### config.mk
export PLATFORM = sky130hd
export DESIGN_NAME = mesi_isc_cbus_agent
export DESIGN_NICKNAME = d
export VERILOG_FILES = /design/src/rtl/mesi_isc_cbus_agent_pkg.sv /design/src/rtl/mesi_isc_cbus_agent_tag_array.sv /design/src/rtl/mesi_isc_cbus_agent.sv
export SDC_FILE = /design/constraint.sdc
export NUM_CORES = 1
export LEC_CHECK = 0
export BUFFER_PORTS_ARGS = -buffer_cell sky130_fd_sc_hd__buf_2
export CORE_ASPECT_RATIO = 0.6
export CORE_UTILIZATION = 39
export DETAILED_ROUTE_END_ITERATION = 16
export MAX_ROUTING_LAYER = met4
export SYNTH_ARGS = -nofsm -noshare
export SYNTH_HDL_FRONTEND = slang
export SYNTH_SLANG_ARGS = --single-unit
### constraint.sdc
create_clock -name clk -period 6.2 [get_ports clk]
set_input_delay 1.55 -clock clk [delete_from_list [all_inputs] [get_ports clk]]
set_output_delay 1.55 -clock clk [all_outputs]
set_load 0.02 [all_outputs]
### src/rtl/mesi_isc_cbus_agent_pkg.sv
// Shared encodings for the per-CPU coherence-bus agent: cbus commands,
// MESI line states, FSM state codes and the snoop state-transition rule.
package mesi_isc_cbus_agent_pkg;

  localparam logic [2:0] CMD_NOP      = 3'd0;
  localparam logic [2:0] CMD_WR_SNOOP = 3'd1;
  localparam logic [2:0] CMD_RD_SNOOP = 3'd2;
  localparam logic [2:0] CMD_EN_WR    = 3'd3;
  localparam logic [2:0] CMD_EN_RD    = 3'd4;

  typedef enum logic [1:0] {
    LINE_I = 2'd0,
    LINE_S = 2'd1,
    LINE_E = 2'd2,
    LINE_M = 2'd3
  } line_state_t;

  localparam logic [2:0] ST_IDLE     = 3'd0;
  localparam logic [2:0] ST_LOOKUP   = 3'd1;
  localparam logic [2:0] ST_WRBACK   = 3'd2;
  localparam logic [2:0] ST_GRANT    = 3'd3;
  localparam logic [2:0] ST_ACK      = 3'd4;
  localparam logic [2:0] ST_WAIT_NOP = 3'd5;

  // State a hit line moves to after a snoop from another CPU.
  function automatic line_state_t snoop_next(input logic is_wr, input line_state_t cur);
    if (is_wr)
      return LINE_I;
    else if (cur == LINE_M || cur == LINE_E)
      return LINE_S;
    else
      return cur;
  endfunction

endpackage

### src/rtl/mesi_isc_cbus_agent_tag_array.sv
// Direct-mapped MESI state/tag table: two combinational read ports
// (FSM lookup and debug) and one synchronous write port.
module mesi_isc_cbus_agent_tag_array
  import mesi_isc_cbus_agent_pkg::*;
#(
  parameter int LINE_IDX_WIDTH = 4,
  parameter int TAG_WIDTH      = 26
) (
  input  logic                      clk,
  input  logic                      rst,
  input  logic [LINE_IDX_WIDTH-1:0] rd_idx,
  output line_state_t               rd_state,
  output logic [TAG_WIDTH-1:0]      rd_tag,
  input  logic [LINE_IDX_WIDTH-1:0] dbg_idx,
  output line_state_t               dbg_state,
  input  logic                      wr_en,
  input  logic [LINE_IDX_WIDTH-1:0] wr_idx,
  input  line_state_t               wr_state,
  input  logic [TAG_WIDTH-1:0]      wr_tag
);

  localparam int DEPTH = 2 ** LINE_IDX_WIDTH;

  line_state_t                state_mem [DEPTH];
  logic [TAG_WIDTH-1:0]       tag_mem   [DEPTH];

  // NOTE: the table is cleared on reset because every entry must read as
  // Invalid afterwards; that makes it flops rather than an inferable RAM.
  always_ff @(posedge clk) begin
    if (rst) begin
      for (int i = 0; i < DEPTH; i++) begin
        state_mem[i] <= LINE_I;
        tag_mem[i]   <= '0;
      end
    end else if (wr_en) begin
      state_mem[wr_idx] <= wr_state;
      tag_mem[wr_idx]   <= wr_tag;
    end
  end

  assign rd_state  = state_mem[rd_idx];
  assign rd_tag    = tag_mem[rd_idx];
  assign dbg_state = state_mem[dbg_idx];

endmodule

### src/rtl/mesi_isc_cbus_agent.sv
// Per-CPU coherence-bus responder: services snoops against a local MESI
// table, grants enable commands to the CPU, and returns a one-cycle ack.
module mesi_isc_cbus_agent
  import mesi_isc_cbus_agent_pkg::*;
#(
  parameter int CBUS_CMD_WIDTH = 3,
  parameter int ADDR_WIDTH     = 32,
  parameter int LINE_IDX_WIDTH = 4,
  parameter int SNOOP_LAT      = 2,
  parameter int WB_LAT         = 4
) (
  input  logic                      clk,
  input  logic                      rst,
  input  logic [CBUS_CMD_WIDTH-1:0] cbus_cmd_i,
  input  logic [ADDR_WIDTH-1:0]     cbus_addr_i,
  output logic                      cbus_ack_o,
  output logic                      cpu_grant_o,
  output logic                      cpu_grant_wr_o,
  input  logic                      cpu_done_i,
  output logic                      wb_valid_o,
  output logic [ADDR_WIDTH-1:0]     wb_addr_o,
  output logic                      illegal_cmd_o,
  input  logic [LINE_IDX_WIDTH-1:0] dbg_idx_i,
  output logic [1:0]                dbg_state_o
);

  localparam int TAG_WIDTH = ADDR_WIDTH - LINE_IDX_WIDTH - 2;

  logic [2:0]                fsm_q;
  logic [CBUS_CMD_WIDTH-1:0] cmd_q;
  logic [ADDR_WIDTH-1:0]     addr_q;
  logic [3:0]                cnt_q;
  logic                      illegal_q;

  logic [LINE_IDX_WIDTH-1:0] idx_q;
  logic [TAG_WIDTH-1:0]      tag_q;
  line_state_t               rd_state, dbg_state, wr_state;
  logic [TAG_WIDTH-1:0]      rd_tag;
  logic                      wr_en, hit, m_hit, cnt_last, is_wr_snoop;
  logic                      wb_valid;
  logic [ADDR_WIDTH-1:0]     wb_addr;

  assign idx_q       = addr_q[LINE_IDX_WIDTH+1:2];
  assign tag_q       = addr_q[ADDR_WIDTH-1:LINE_IDX_WIDTH+2];
  assign hit         = (rd_state != LINE_I) && (rd_tag == tag_q);
  assign m_hit       = hit && (rd_state == LINE_M);
  assign cnt_last    = (cnt_q == 4'd1);
  assign is_wr_snoop = (cmd_q == CBUS_CMD_WIDTH'(CMD_WR_SNOOP));

  mesi_isc_cbus_agent_tag_array #(
    .LINE_IDX_WIDTH(LINE_IDX_WIDTH),
    .TAG_WIDTH     (TAG_WIDTH)
  ) u_tag_array (
    .clk      (clk),
    .rst      (rst),
    .rd_idx   (idx_q),
    .rd_state (rd_state),
    .rd_tag   (rd_tag),
    .dbg_idx  (dbg_idx_i),
    .dbg_state(dbg_state),
    .wr_en    (wr_en),
    .wr_idx   (idx_q),
    .wr_state (wr_state),
    .wr_tag   (tag_q)
  );

  // NOTE: every signal assigned here gets a default first so no path
  // through the case leaves one unassigned and infers a latch.
  always_comb begin
    wr_en    = 1'b0;
    wr_state = rd_state;
    wb_valid = 1'b0;
    wb_addr  = '0;
    case (fsm_q)
      ST_LOOKUP: begin
        if (cnt_last) begin
          if (m_hit) begin
            wb_valid = 1'b1;
            wb_addr  = addr_q;
          end else if (hit) begin
            wr_en    = 1'b1;
            wr_state = snoop_next(is_wr_snoop, rd_state);
          end
        end
      end
      ST_WRBACK: begin
        if (cnt_last && hit) begin
          wr_en    = 1'b1;
          wr_state = snoop_next(is_wr_snoop, rd_state);
        end
      end
      ST_GRANT: begin
        if (cpu_done_i) begin
          wr_en = 1'b1;
          if (cmd_q == CBUS_CMD_WIDTH'(CMD_EN_WR))
            wr_state = LINE_M;
          else if (hit && (rd_state == LINE_M || rd_state == LINE_E))
            wr_state = rd_state;
          else
            wr_state = LINE_S;
          // A dirty line of another tag is displaced by this fill.
          if (rd_state == LINE_M && rd_tag != tag_q) begin
            wb_valid = 1'b1;
            wb_addr  = {rd_tag, idx_q, 2'b00};
          end
        end
      end
      default: ;
    endcase
  end

  // NOTE: sequential state uses non-blocking assignments so all registers
  // update together from values sampled at the same edge.
  always_ff @(posedge clk) begin
    if (rst) begin
      fsm_q     <= ST_IDLE;
      cmd_q     <= '0;
      addr_q    <= '0;
      cnt_q     <= '0;
      illegal_q <= 1'b0;
    end else begin
      case (fsm_q)
        ST_IDLE: begin
          if (cbus_cmd_i == CBUS_CMD_WIDTH'(CMD_WR_SNOOP) ||
              cbus_cmd_i == CBUS_CMD_WIDTH'(CMD_RD_SNOOP)) begin
            cmd_q  <= cbus_cmd_i;
            addr_q <= cbus_addr_i;
            cnt_q  <= 4'(SNOOP_LAT);
            fsm_q  <= ST_LOOKUP;
          end else if (cbus_cmd_i == CBUS_CMD_WIDTH'(CMD_EN_WR) ||
                       cbus_cmd_i == CBUS_CMD_WIDTH'(CMD_EN_RD)) begin
            cmd_q  <= cbus_cmd_i;
            addr_q <= cbus_addr_i;
            fsm_q  <= ST_GRANT;
          end else if (cbus_cmd_i != CBUS_CMD_WIDTH'(CMD_NOP)) begin
            illegal_q <= 1'b1;
          end
        end
        ST_LOOKUP: begin
          if (cnt_last) begin
            if (m_hit) begin
              cnt_q <= 4'(WB_LAT);
              fsm_q <= ST_WRBACK;
            end else begin
              fsm_q <= ST_ACK;
            end
          end else begin
            cnt_q <= cnt_q - 4'd1;
          end
        end
        ST_WRBACK: begin
          if (cnt_last) fsm_q <= ST_ACK;
          else          cnt_q <= cnt_q - 4'd1;
        end
        ST_GRANT:    if (cpu_done_i) fsm_q <= ST_ACK;
        ST_ACK:      fsm_q <= ST_WAIT_NOP;
        ST_WAIT_NOP: if (cbus_cmd_i == CBUS_CMD_WIDTH'(CMD_NOP)) fsm_q <= ST_IDLE;
        default:     fsm_q <= ST_IDLE;
      endcase
    end
  end

  assign cbus_ack_o     = (fsm_q == ST_ACK);
  assign cpu_grant_o    = (fsm_q == ST_GRANT);
  assign cpu_grant_wr_o = (fsm_q == ST_GRANT) && (cmd_q == CBUS_CMD_WIDTH'(CMD_EN_WR));
  assign wb_valid_o     = wb_valid;
  assign wb_addr_o      = wb_addr;
  assign illegal_cmd_o  = illegal_q;
  assign dbg_state_o    = dbg_state;

endmodule

# Word-level counts from Yosys, hierarchy flattened
# Memory sizes are Yosys's and may differ from the RTL's. A register that Yosys moved wholly into a read port is not among the register bits.
# Index checks and enable logic that the tools add are counted.
# W data, S select, Z words.
# op_classes
addsub	1
n_mul	0
div	0
order_cmp	0
eq_ne	24
shifts	0
n_mux	58
bitwise	2
n_reduce_logical	21
# ops
op	n
$mux W32	6
$pmux W32 S2	1
$mux W4	10
$mux W3	9
$eq A26 B26 Y1	1
$mux W26	1
$ne A26 B26 Y1	1
$reduce_or A26 Y1	1
$mux W2	10
$pmux W3 S6	1
$mux W1	16
$eq A3 B2 Y1 const B	5
$pmux W4 S3	1
$ne A2 B2 Y1 const B	5
$eq A3 B1 Y1 const B	3
$eq A3 B3 Y1 const B	3
$reduce_and A4 Y1	2
$logic_and A1 B1 Y1	6
$logic_not A3 Y1	2
$ne A3 B3 Y1 const B	2
$pmux W2 S3	1
$reduce_bool A3 Y1	2
$reduce_and A5 Y1	1
$eq A2 B2 Y1 const B	2
10 further kinds	14
# word_totals
ff_bits	43
latch_bits	0
ram_bits	448
mem_bits_ro	0
input_bits	42
out_inout_bits	39
wordCells	113
n_memories	2
# mem_list
name	words	word_bits	rd	rd_clocked_by_memory_dff	wr	line_no	text
u_tag_array.tag_mem	16	26	1	1	16	mesi_isc_cbus_agent_tag_array.sv:25	logic [TAG_WIDTH-1:0] tag_mem [DEPTH];
u_tag_array.state_mem	16	2	2	1	16	mesi_isc_cbus_agent_tag_array.sv:24	line_state_t state_mem [DEPTH];

# Longest topological paths before layout
# depth
word_depth	11
depth_mapped	19
ltp_nobuf	11

# Modules after synthesis
# A second synthesis with hierarchy kept.
# unflattened
cells_unflattened	1627
area_unflattened_um2	22977.0
# by_module_without_submodules
mod	n_inst	cells_per_inst	area_each_um2	seq_area_each_um2
mesi_isc_cbus_agent_tag_array	1	1270	20302.0	13452.9
mesi_isc_cbus_agent	1	357	2675.1	860.8

# Least setup slack after synthesis
# Ideal clock, no wire load.
# synth_timing
kind	register -> output
startpoint	register with a tool-made name
endpoint	output port wb_addr_o[18]
arrival_ns	3.791
required_time_ns	4.650
slack_ns	0.859
path_stages_with_launch	14
path_buffers	5
path_cell_list	dfxtp_1 buf_2 buf_2 buf_2 mux4_2 mux4_2 xnor2_1 nand2_1 nor4_2 nand4_1 nor2_1 clkbuf_1 clkbuf_1 a22o_1
# synth_lines
item	line_no	text
to (decl)	mesi_isc_cbus_agent.sv:21	output logic [ADDR_WIDTH-1:0] wb_addr_o,

==> results.md <==
* Post-route insts no fill at 2,733
* Vias in the first global route at 15,276
* Synth-to-layout area growth at 13.99%
* Global Route Usage Sum at 0.2624
* Yosys top cell by area: edfxtp_1
* Top_reg_cell synth: edfxtp_1
* Unrepaired setup endpoints after global routing: false
* Kind of critical path: reg2out
* FP Rows at 68
* Worst skew pair latency at 600 ps
* First-pass GRT wire length at 110.0 mm
* Max Fanout on Critical Path at 18
* Hold WC Path Type: reg2reg
* Pre-CTS setup slack at 178.4 ps
* Logic pwr share at 0.262
* Most frequent cells in the layout: nor2_1, edfxtp_1, nand2_1
* Worst path most repeated cell: a22o_1
* Placed insts at 2,635
* DR pass1 iterations at 5
* Io pins at 81
* DR vias/cell at 5.902
* GPL Wtd Cong at 0.9032
* Synthesized area at 23,250 sq um
* Commonest non-fill, non-tap cell in the layout: nor2_1
* Worst path buffer plus inverter count at 3
* Asr flop ratio synth at 0
* Starting DRT DRC Count at 2,356
* Clock Sinks at 495
* Fin nets at 1,969
* Hold_buf cts at 0
* Worst Skew at 26.23 ps
* Final worst slack at 135.3 ps
* Pin count of the biggest net entering global routing at 62
* Hold Vio Cnt, Final at 0
* Switching share of total power at 0.3283
* Ant diodes at 0
* DRT Wirelength at 77.30 mm
* Number of synthesis warnings at 0
* Relative slew slack at 0.3135
* Wire per inst at 28.28 um
* Final core occ at 0.4555
* NetSw at 3.054 mW
* Register area share after synthesis at 0.6190
* Drt drc at 0
* Clock power share at 0.305
* HPWL Detailed at 48.70 mm
* Reg power frac at 0.433
* CP arrival at 4510 ps
* Synth top area cells: edfxtp_1, mux4_2, nor2_1
* CTS Buf Count at 47
* Gate Count Post-Synth at 1,821
* Post-synth EDFFs at 448
* Hold Startpoint: addr_q[0]$_SDFFE_PP0P_
* Yosys reg bits at 495
* Die area at 60,640 sq um
* Initial Util at 0.3996
* Final ANT Viol Nets at 0
* Maximum clock rate at 164.9 MHz
* Int Power at 6.249 mW
* CTS HTree Levels at 2
* Final setup vio count at 0
* Filler cells at 5,264
* CTS Root Cell: clkbuf_16
* Syn Area/Cell at 12.77 sq um
* Critical path's top delay family: compound AO/OA/AOI/OAI gates
* Max-slew violations at 0
* Final worst path period share at 0.9782
* Max IR drop VDD at 0.2235 mV
* CP Capture Type: output port
* CP max stage cell: dfxtp_4
* Vias at 16,131
* CP Cell Sequence: mux2i_1, a22o_1, a221oi_1, xnor2_1, a21oi_1, a2111oi_0, buf_4, and4_1, nand4_1, nor2_4, buf_12, a22o_1, buf_2
* Die H at 191.1 um
* Status: complete, no violations
* Area share of the leading cell type in the synthesized netlist at 0.5785
* Clk buf depth at 3
* PwrDens at 351.0 nW/um^2
* Initial antenna violation count at 0
* Die X-Extent at 317.2 um
* Max Cap Violations at 0
* Reg clk slew, reported paths at 70 ps
* Required @ worst endpoint at 4650 ps
* CTS tree: yes
* Area of the core at 58,200 sq um
* Fin crit period at 6065 ps
* Post-synth cell types at 70
* Grt ovf at 0
* Max incr delay on CP at 610 ps
* Crit start category: flop
* Leakage power at 8.998 nW
* Fraction of layout cells with a size suffix above 1 at 0.2185
* Setup TNS at 0 ps
* Port Buf Inserts at 80
* Post-Syn Nets at 1,865
* Worst-margin pin slew at 1028 ps
## cells in the mapped netlist, drive strengths merged (10+ instances only)
library cell	number
nor2	459
edfxtp	448
nand2	144
mux4	92
mux2i	83
clkbuf	73
buf	69
a21oi	54
dfxtp	47
xnor2	46
a22o	26
o21ai	26
inv	25
nand2b	25
a22oi	21
nand3	19
nor3	19
nor2b	14
mux2	11
clkinv	10
nor4	10
## final timing paths
kind                                                                 end  slack (ps)  cells past startpoint
worst max-delay path                                       wb_addr_o[24]         140                     13
worst min-delay path                              addr_q[0]$_SDFFE_PP0P_         450                      2
worst max register to register  u_tag_array.tag_mem[5][25]$_SDFFCE_PN0P_        1150                     15
worst min register to register                    addr_q[0]$_SDFFE_PP0P_         450                      2
## through the flow
step / hold WS, ps / power [mW] / area (sq um)
after floorplan: 431.7 / 5.532 / 23250
after global placement: 440.4 / 6.380 / 24850
after detailed placement: 451.0 / 6.401 / 24850
after CTS: 459.3 / 9.221 / 26360
after global routing: 483.9 / 9.599 / 26510
final: 454.0 / 9.303 / 26510
## power by group through the flow
stage                     clock network, mW  registers, mW  logic [mW]
after floorplan                           0           3.95        1.58
after global placement                    0           4.11        2.27
after detailed placement                  0           4.11        2.29
after CTS                              2.86           4.04        2.33
after global routing                   2.97           4.05        2.58
final                                  2.83           4.03        2.44
## logic make-up after synthesis
logic type / Yosys count / share of synthesized area
flops: 495 / 0.6190
mux: 186 / 0.1302
simple gates: 730 / 0.1380
fa+ha+maj: 2 / 0.001076
compound gates: 182 / 0.05391
xor+xnor: 49 / 0.01846
buf+inv: 177 / 0.03944
## state kept, by name (all words and copies together) (netlist names), named ones only
signal and flops:
illegal_cmd_o 1, cmd_q 3, fsm_q 3, u_tag_array.state_mem 32
cnt_q 4, addr_q 32, u_tag_array.tag_mem 416
## timing repair
item / 4_1_cts / 5_1_grt
cloned: 0 / 2
setup buffers: 4 / 5
resized for setup: 8 / 6
setup endpoints to repair: 33 / 33
pin swaps: 1 / 2
## layer usage
| layer | track usage | share of wire | vias up |
|---|---|---|---|
| met4 | 0.06662 | 0.025 | 0 |
| li1 | - | - | 6811 |
| met1 | 0.3874 | 0.44 | 8226 |
| met5 | - | 0 | - |
| met2 | 0.3661 | 0.42 | 969 |
| met3 | 0.05327 | 0.11 | 125 |
## final cells by class
cell class | count | area (sq um) | share of cell area
repair buffers | 197 | 1506 | 0.05683
multi-input cells | 1149 | 8045 | 0.3035
clock buffers | 66 | 1289 | 0.04862
well taps | 770 | 963.4 | 0.03634
clock inverters | 21 | 163.9 | 0.006183
flip-flops and latches | 495 | 14410 | 0.5436
inverters | 35 | 131.4 | 0.004956
## worst register-to-register path: stages, from the launching register on
cell and delay [ps]:
dfxtp_4 610, mux2i_1 200, a22o_1 260, a221oi_1 500, xnor2_1 350, a21oi_1 130
a2111oi_0 470, buf_4 190, and4_1 220, buf_4 170, nand2_2 120, o31ai_4 570
buf_4 260, nand3_4 70, nand2b_2 390, buf_12 240
Note: power is estimated with default switching activity, not from simulation.
